File: src/rtl/cpu_mem_pkg.sv
// Shared definitions for the CPU data-memory responder.
//   state_t       : responder FSM states (IDLE / WAIT / RESP)
//   DEFAULT_WIDTH : default data / byte-address width
//   DEFAULT_DEPTH : default number of words in the array
//   is_misaligned : true when a byte address is not word aligned
package cpu_mem_pkg;

   typedef enum logic [1:0] {
      IDLE = 2'd0,
      WAIT = 2'd1,
      RESP = 2'd2
   } state_t;

   localparam int DEFAULT_WIDTH = 32;
   localparam int DEFAULT_DEPTH = 32;

   function automatic logic is_misaligned(input logic [1:0] low_bits);
      return low_bits != 2'b00;
   endfunction

endpackage

File: src/rtl/mem_word_array.sv
// Single-port synchronous RAM, DEPTH x WIDTH, registered read.
//   clk   : rising-edge clock
//   en    : access enable (read or write this edge)
//   we    : 1 = write wdata to addr, 0 = read addr into rdata
//   addr  : word index
//   wdata : write data
//   rdata : read data, updated only on enabled reads, otherwise held
// Contents and the read register are deliberately not reset.
module mem_word_array #(
   parameter int WIDTH      = 32,
   parameter int DEPTH      = 32,
   parameter int ADDR_WIDTH = $clog2(DEPTH)
) (
   input  logic                  clk,
   input  logic                  en,
   input  logic                  we,
   input  logic [ADDR_WIDTH-1:0] addr,
   input  logic [WIDTH-1:0]      wdata,
   output logic [WIDTH-1:0]      rdata
);

   logic [WIDTH-1:0] mem [DEPTH];

   always_ff @(posedge clk) begin
      if (en) begin
         if (we) mem[addr] <= wdata;
         else    rdata     <= mem[addr];
      end
   end

endmodule

File: src/rtl/data_mem_responder.sv
// Memory-side responder for the CPU data-memory port. Accepts one load/store
// at a time, waits WAIT_CYCLES cycles, then commits to the word array and
// presents the response until the initiator takes it.
//   clk        : rising-edge clock
//   rst        : asynchronous active-low reset
//   req_valid  : request present         req_ready  : responder idle
//   req_write  : 1 = store, 0 = load     req_addr   : byte address
//   req_wdata  : store data
//   resp_valid : response present        resp_ready : initiator accepts
//   resp_rdata : load data (0 for stores and errors)
//   resp_err   : misaligned or out-of-range access
//   busy       : transaction in flight
module data_mem_responder
   import cpu_mem_pkg::*;
#(
   parameter int WIDTH       = DEFAULT_WIDTH,
   parameter int DEPTH       = DEFAULT_DEPTH,
   parameter int WAIT_CYCLES = 2
) (
   input  logic             clk,
   input  logic             rst,
   input  logic             req_valid,
   output logic             req_ready,
   input  logic             req_write,
   input  logic [WIDTH-1:0] req_addr,
   input  logic [WIDTH-1:0] req_wdata,
   output logic             resp_valid,
   input  logic             resp_ready,
   output logic [WIDTH-1:0] resp_rdata,
   output logic             resp_err,
   output logic             busy
);

   localparam int ADDR_WIDTH = $clog2(DEPTH);
   localparam logic [3:0] CNT_INIT = (WAIT_CYCLES == 0) ? 4'd0 : 4'(WAIT_CYCLES - 1);

   state_t                state, state_nxt;
   logic [3:0]            cnt;
   logic                  cap_write, cap_err;
   logic [ADDR_WIDTH-1:0] cap_index;
   logic [WIDTH-1:0]      cap_wdata;
   logic                  commit;
   logic                  req_err;
   logic [WIDTH-1:0]      ram_q;

   // Shifting instead of slicing keeps the range check legal for any WIDTH.
   assign req_err = is_misaligned(req_addr[1:0]) |
                    ((req_addr >> (ADDR_WIDTH + 2)) != '0);

   // With zero wait states the commit happens on the accepting edge itself,
   // so the array must see the live request rather than the captured copy.
   logic                  src_write, src_err;
   logic [ADDR_WIDTH-1:0] src_index;
   logic [WIDTH-1:0]      src_wdata;

   assign src_write = (state == IDLE) ? req_write                  : cap_write;
   assign src_err   = (state == IDLE) ? req_err                    : cap_err;
   assign src_index = (state == IDLE) ? req_addr[ADDR_WIDTH+1:2]   : cap_index;
   assign src_wdata = (state == IDLE) ? req_wdata                  : cap_wdata;

   always_comb begin
      state_nxt = state;
      commit    = 1'b0;
      unique case (state)
         IDLE: if (req_valid) begin
            state_nxt = (WAIT_CYCLES == 0) ? RESP : WAIT;
            commit    = (WAIT_CYCLES == 0);
         end
         WAIT: if (cnt == '0) begin
            state_nxt = RESP;
            commit    = 1'b1;
         end
         RESP: if (resp_ready) state_nxt = IDLE;
         default: state_nxt = IDLE;
      endcase
   end

   always_ff @(posedge clk or negedge rst) begin
      if (!rst) begin
         state     <= IDLE;
         cnt       <= '0;
         cap_write <= 1'b0;
         cap_err   <= 1'b0;
         cap_index <= '0;
         cap_wdata <= '0;
      end else begin
         state <= state_nxt;
         if (state == IDLE && req_valid) begin
            cap_write <= req_write;
            cap_err   <= req_err;
            cap_index <= req_addr[ADDR_WIDTH+1:2];
            cap_wdata <= req_wdata;
            cnt       <= CNT_INIT;
         end else if (state == WAIT && cnt != '0) begin
            cnt <= cnt - 4'd1;
         end
      end
   end

   mem_word_array #(
      .WIDTH      (WIDTH),
      .DEPTH      (DEPTH),
      .ADDR_WIDTH (ADDR_WIDTH)
   ) u_array (
      .clk   (clk),
      .en    (commit & ~src_err),
      .we    (src_write),
      .addr  (src_index),
      .wdata (src_wdata),
      .rdata (ram_q)
   );

   // The read register only updates on a commit, so gating it by state keeps
   // the response stable through a stall and zero everywhere else.
   assign req_ready  = (state == IDLE);
   assign resp_valid = (state == RESP);
   assign busy       = (state != IDLE);
   assign resp_err   = (state == RESP) & cap_err;
   assign resp_rdata = (state == RESP && !cap_write && !cap_err) ? ram_q : '0;

endmodule

File: config.mk
export PLATFORM = sky130hd
export DESIGN_NAME = data_mem_responder
export DESIGN_NICKNAME = d
export VERILOG_FILES = /design/src/rtl/cpu_mem_pkg.sv /design/src/rtl/mem_word_array.sv /design/src/rtl/data_mem_responder.sv
export SDC_FILE = /design/constraint.sdc
export NUM_CORES = 1
export LEC_CHECK = 0
export CORE_MARGIN = 2
export CORE_UTILIZATION = 48
export CTS_CLUSTER_DIAMETER = 100
export CTS_CLUSTER_SIZE = 30
export DETAILED_ROUTE_END_ITERATION = 8
export PLACE_DENSITY = 0.71
export SKIP_LAST_GASP = 1
export SLEW_MARGIN = 5
export SYNTH_ARGS = -nofsm -noshare
export SYNTH_HDL_FRONTEND = slang
export SYNTH_SLANG_ARGS = --single-unit
File: constraint.sdc
create_clock -name clk -period 4.4 [get_ports clk]
set_input_delay 0.88 -clock clk [delete_from_list [all_inputs] [get_ports clk]]
set_output_delay 0.88 -clock clk [all_outputs]
set_load 0.03 [all_outputs]
# == After elaboration in Yosys (flattened, before gate mapping) ==
# Memory sizes are Yosys's and may differ from the RTL's. A register that Yosys moved wholly into a read port is not among the register bits.
# Cells that the tools add are included.
# Widths: inputs -> output; s select.
# op_classes
addsub,1
n_eq_ne,5
n_mux,16
bitwise,5
n_reduce_logical,15
# ops
operator,n
$mux 32,2
$reduce_bool 32->1,1
$mux 4,2
$mux 1,7
$mux 2,3
$pmux 2 s3,1
$reduce_bool 2->1,3
$mux 5,1
$logic_and 1x1->1,4
$logic_not 4->1,1
$ne 2x2->1 const B,2
$reduce_bool 4->1,1
$sub 4x1->4 const B,1
$reduce_and 3->1,1
$and 1x1->1,2
$eq 2x1->1 const B,1
$eq 2x2->1 const B,1
$logic_not 1->1,2
$logic_not 2->1,1
$ne 2x1->1 const B,1
$not 1->1,2
$reduce_and 2->1,1
$or 1x1->1,1
# word_totals
ff_bits,45
ramBits,1024
in_bits,69
out_inout_bits,36
wordCells,49
n_memories,1
# memory_table
name,depth,word_bits,read_ports,rd_ports_with_merged_regs,wr,line,rtl
u_array.mem,32,32,1,1,1,mem_word_array.sv:22,logic [WIDTH-1:0] mem [DEPTH];

# == Logic depth before layout (Yosys ltp) ==
# logic_depth
ltp_word,7
depth_mapped,11
ltp_nobuf,7

# == Hierarchy ==
# A second synthesis with hierarchy kept.
# unflattened
cells_unflattened,2315
hier_area_um2,42619.6
# modules_own_cells
mod,n_inst,cells_per_inst,area_per_inst_um2,seq_area_each_um2
mem_word_array,1,2110,40063.4,31710.4
data_mem_responder,1,205,2556.2,1126.1

# == Worst setup path after synthesis ==
# Ideal clock, no wire load.
# synth_timing
path_type,input port to flip-flop
from,input req_addr[2]
to,"memory u_array.mem[10][0], enable pin"
setup_time_ps,421
arrival_ps,3594
required_ps,3979
setup_slack_ps,385
cell_stages,6
path_cell_list,or4b_2 -> o21ai_4 -> buf_2 -> buf_2 -> nand2_1 -> nor2_1
# synth_between
elab_chain_cells,1
# synth_lines
item,line,rtl
"start, declared",data_mem_responder.sv:25,"input logic [WIDTH-1:0] req_addr,"
$mux 5,data_mem_responder.sv:58,assign src_index = (state == IDLE) ? req_addr[ADDR_WIDTH+1:2] : cap_index;
"end, declared",mem_word_array.sv:22,
# Every way passes these cells.

# == Worst setup path after layout ==
# layout_timing
from,register state[0]
to,output resp_rdata[3]
# layout_between
elab_chain_cells,4
# layout_lines
item,line,rtl
"start, declared",data_mem_responder.sv:37,"state_t state, state_nxt;"
"start signal, assigned",data_mem_responder.sv:87,state <= state_nxt;
$eq 2x2->1,data_mem_responder.sv:119,assign resp_rdata = (state == RESP && !cap_write && !cap_err) ? ram_q : '0;
$logic_and 1x1->1 (2 in a row),data_mem_responder.sv:119,
$mux 32,data_mem_responder.sv:119,
"end, declared",data_mem_responder.sv:29,"output logic [WIDTH-1:0] resp_rdata,"
# Every way passes these cells.

==> results summary <==
The run finished with clean final reports. The final number of setup-violating endpoints is 0. In this run the tool buffered the top-level ports with 104 buffer cells. The buffers inserted during post-CTS setup optimization came out at 0.

Clock tree synthesis selected as its root buffer the cell clkbuf_16. After clock tree synthesis, the flow added hold-fix buffers numbering 0. In this run the worst path has a maximum fanout of 17. The cell count after synthesis came out at 2218. Sequential elements use 80.8% of the synthesized area. The maximum clock frequency is 256 MHz. The mapped cell area came out at 40700 um2.

Summed over all layers, the routed wires come to 106 mm. Cell internal power was estimated by the tool at 18.8 mW. The critical path startpoint category is a register. The area of the die came out at 87000 um2. For flop-to-flop paths, the worst setup slack is 0.63 ns. The combinational fraction of design power is 34.1%. The worst hold path belongs to the class primary input to async pin. After layout, the worst path uses 88.8% of the clock period.

The detailed router's first-iteration violation count came out at 3376. The final count of hold timing violations is 0. The power per cell area is 628 nW/um2. The routed design uses 11.7 mm of met3 wire. The pin count of the biggest net entering global routing came out at 93. The number of placed I/O pins is 105. The number of gates resized after CTS was 0. The area added between synthesis and finish is 11.2%. After detailed routing, the met2 layer carries 49.2 mm of wire. The post-detailed-route count of antenna-violating nets is 0. Summing over every cut layer, the via total after detailed routing is 22900. The detail-routed net length per standard cell came out at 30.3 um. The number of H-tree levels came out at 2.

The floorplan step set the die height to 295 um. The final period demand of the worst path came out at 3.91 ns. The clock sink count came out at 1101.

The starting utilization of the core area is 48.5%. The final worst slack is 0.492 ns. The total leakage power is 14.2 nW. The floorplan core area came out at 83800 um2. The die is 295 um wide. STA classifies the critical path endpoint as an output port. The via-per-instance ratio came out at 6.55.

The reg-to-reg startpoint is state[1]$_DFFE_PN0P_. The relative contribution of sequential cells to total power came out at 48.8%. The number of nets produced by synthesis is 2289.

Routed signal wires occupy layers up through met5. The clock tree from TritonCTS is done. Clock tree synthesis inserted a total of 42 buffers. The number of antenna diodes in the final layout is 0. The total of fill cells in the finished design is 6409.

For this run the aggregate overflow at the end of global routing stands at 0. The fraction of layout cells with a size suffix above 1 came out at 10.6%. The logic depth of the worst register-to-register path is 9. The initial antenna violation count came to 1. The total power draw is 28.4 mW.

Setup repair after global routing left no endpoint under its margin. The arrival time at the worst endpoint is 3.03 ns. The core utilization of the finished layout came out at 53.9%. The reg-to-reg endpoint is u_array.rdata[22]$_DFFE_PP_.

The non-filler instance count after layout is 3497. The detailed-route DRC error count came out at 0. Max-cap violations in this run came to 0. The kind of critical path is register to output port.

The required time at the endpoint of the critical path is 3.52 ns. The number of synthesized register bits came out at 1101. The summed negative setup slack over all endpoints came out at 0 ns. At the pin with the least slew margin, the transition time is 1.14 ns. The worst-case headroom to the max-slew limit came out at 23.6%. The pre-CTS setup slack came out at 0.532 ns. The peak ir drop on the vdd network came out at 0.632 mV. The count of warnings emitted by yosys is 0.

The number of global-route vias before repair is 22300. The first-pass GRT wire length is 153 mm. The detailed-router iteration count before antenna repair came out at 6.

The synthesized area divided by synthesized cell count came out at 18.3 um2. The post-placement cell count is 3421. Summed over all nets, the switching power comes to 9.57 mW. The half-perimeter wire length of the detailed placement result came out at 58.6 mm. The setup clock skew after layout came out at 0.0172 ns.

The clock input transition at the sequential cells of the worst setup and hold paths is 0.11 ns. The number of pins with negative max-slew slack in the final report was 0. The later pin in the worst-skew pair is clocked with a latency of 0.63 ns. Synthesis instantiated 38 different standard cells from the library.

The power share of the clock group is 17.2%. The clock passes through at most 3 buffers. The congestion estimate from routability-driven global placement came to 0.804.

The floorplan row count came out at 106. The final layout net count came out at 2402. The overall routing resource usage came out at 24.2%. The switching part of the total came out at 33.7%. The routed metal-1 wire length came out at 41.1 mm.
## logic make-up (layout without fill, tap and decap cells)
kind of cell / count (synthesis) / in the layout / synth area share [%]
buffers and inverters: 160 / 305 / 1.80
flip-flops: 1101 / 1101 / 80.8
XOR/XNOR: 3 / 3 / 0.0646
AO/OA/AOI/OAI: 651 / 651 / 13.2
adder cells (fa/ha/maj): 2 / 2 / 0.0615
AND/OR/NAND/NOR: 267 / 267 / 3.18
multiplexers: 34 / 34 / 0.939
## metrics by stage
stage | cell area [um2] | hold slack (ns)
after floorplan | 40700 | 0.442
after global placement | 44000 | 0.453
after detailed placement | 44000 | 0.459
after CTS | 45200 | 0.166
after global routing | 45200 | 0.185
final | 45200 | 0.192
## flip-flops by register name (all words and copies together) (netlist names)
signal / flops
u_array.rdata: 32
u_array.mem: 1024
cap_err: 1
cap_index: 5
cnt: 4
state: 2
cap_write: 1
cap_wdata: 32
## cells in the mapped netlist (all sizes together)
cell | instances | share of area (%)
o22ai | 128 | 2.0
o21ai | 7 | 0.11
dfrtp | 45 | 2.8
or3 | 1 | 0.015
mux2 | 33 | 0.91
clkbuf | 113 | 1.0
nand3b | 4 | 0.074
or2 | 2 | 0.031
or4b | 1 | 0.025
buf | 43 | 0.71
nand3 | 3 | 0.037
nor3 | 5 | 0.062
nand2b | 7 | 0.11
nand2 | 132 | 1.2
o31ai | 1 | 0.018
clkinv | 1 | 0.022
o211ai | 1 | 0.018
nand4 | 1 | 0.015
xor2 | 2 | 0.043
nor3b | 3 | 0.055
a211oi | 1 | 0.018
and2 | 34 | 0.52
ha | 2 | 0.062
a221oi | 256 | 5.5
inv | 3 | 0.028
a21oi | 1 | 0.012
mux2i | 1 | 0.025
a22o | 256 | 5.5
nor4 | 6 | 0.092
edfxtp | 1056 | 78
nor2 | 36 | 0.33
xnor2 | 1 | 0.022
or4 | 32 | 0.59
## cell type report
| class | instances | area, um2 | area share [%] |
|---|---|---|---|
| timing repair buffer | 225 | 2310 | 5.11 |
| clock buffer | 74 | 1190 | 2.64 |
| sequential | 1101 | 32800 | 72.7 |
| inverter | 4 | 20.0 | 0.0443 |
| multi-input combinational | 957 | 7390 | 16.4 |
| tap | 1134 | 1420 | 3.14 |
| clock inverter | 2 | 20.0 | 0.0443 |
## worst max-delay path by stage
stage / start / to / slack, ns / depth (start not counted)
final: state[0]$_DFFE_PN0P_ / resp_rdata[3] / 0.49 / 5
after global routing: state[0]$_DFFE_PN0P_ / resp_rdata[15] / 0.45 / 5
after CTS: state[1]$_DFFE_PN0P_ / req_ready / 0.52 / 4
after detailed placement: req_addr[2] / u_array.rdata[16]$_DFFE_PP_ / 0.53 / 9
after global placement: req_addr[3] / u_array.rdata[12]$_DFFE_PP_ / 0.60 / 9
after floorplan: req_addr[2] / u_array.mem[10][0]$_DFFE_PP_ / 0.38 / 6
## layer usage
metal | GRT usage, % | vias up
li1 | - | 9536
met1 | 33.9 | 11700
met2 | 37.6 | 1473
met3 | 5.31 | 209
met4 | 8.77 | 2
met5 | 1.33 | -
## layout by cell type (no fill, tap or decap), types with 2 or more instances in the layout
cell,count
nand2b_1,6
clkdlybuf4s50_1,103
nand3_1,3
clkbuf_1,31
nor3b_1,3
ha_1,2
nor4_1,6
nand3b_1,4
buf_12,29
o22ai_1,128
nor2_1,4
nor3_1,3
mux2_2,33
inv_1,3
and2_1,33
a22o_1,256
nor3_2,2
nand2_1,125
nor2_4,32
dfrtp_1,45
o21ai_0,4
or4_1,32
o21ai_4,3
clkbuf_16,43
xor2_1,2
buf_4,92
edfxtp_1,1056
nand2_2,7
a221oi_1,256
## power by group through the flow
stage / Combinational (mW) / Clock [mW] / Sequential (mW)
6_report: 9.66 / 4.88 / 13.8
2_1_floorplan: 6.17 / 0 / 14.0
5_1_grt: 10.3 / 5.26 / 13.9
3_3_place_gp: 9.20 / 0 / 14.0
3_5_place_dp: 9.50 / 0 / 14.1
4_1_cts: 9.54 / 4.90 / 13.8
## worst max-delay path, cell delays in order (launching register included)
cell and delay (ns):
dfrtp_1 0.46, nand2b_1 0.42, nor3_2 0.27, buf_4 0.37, and2_1 0.21, clkdlybuf4s50_1 0.67
Note: power is estimated with default switching activity, not from simulation.
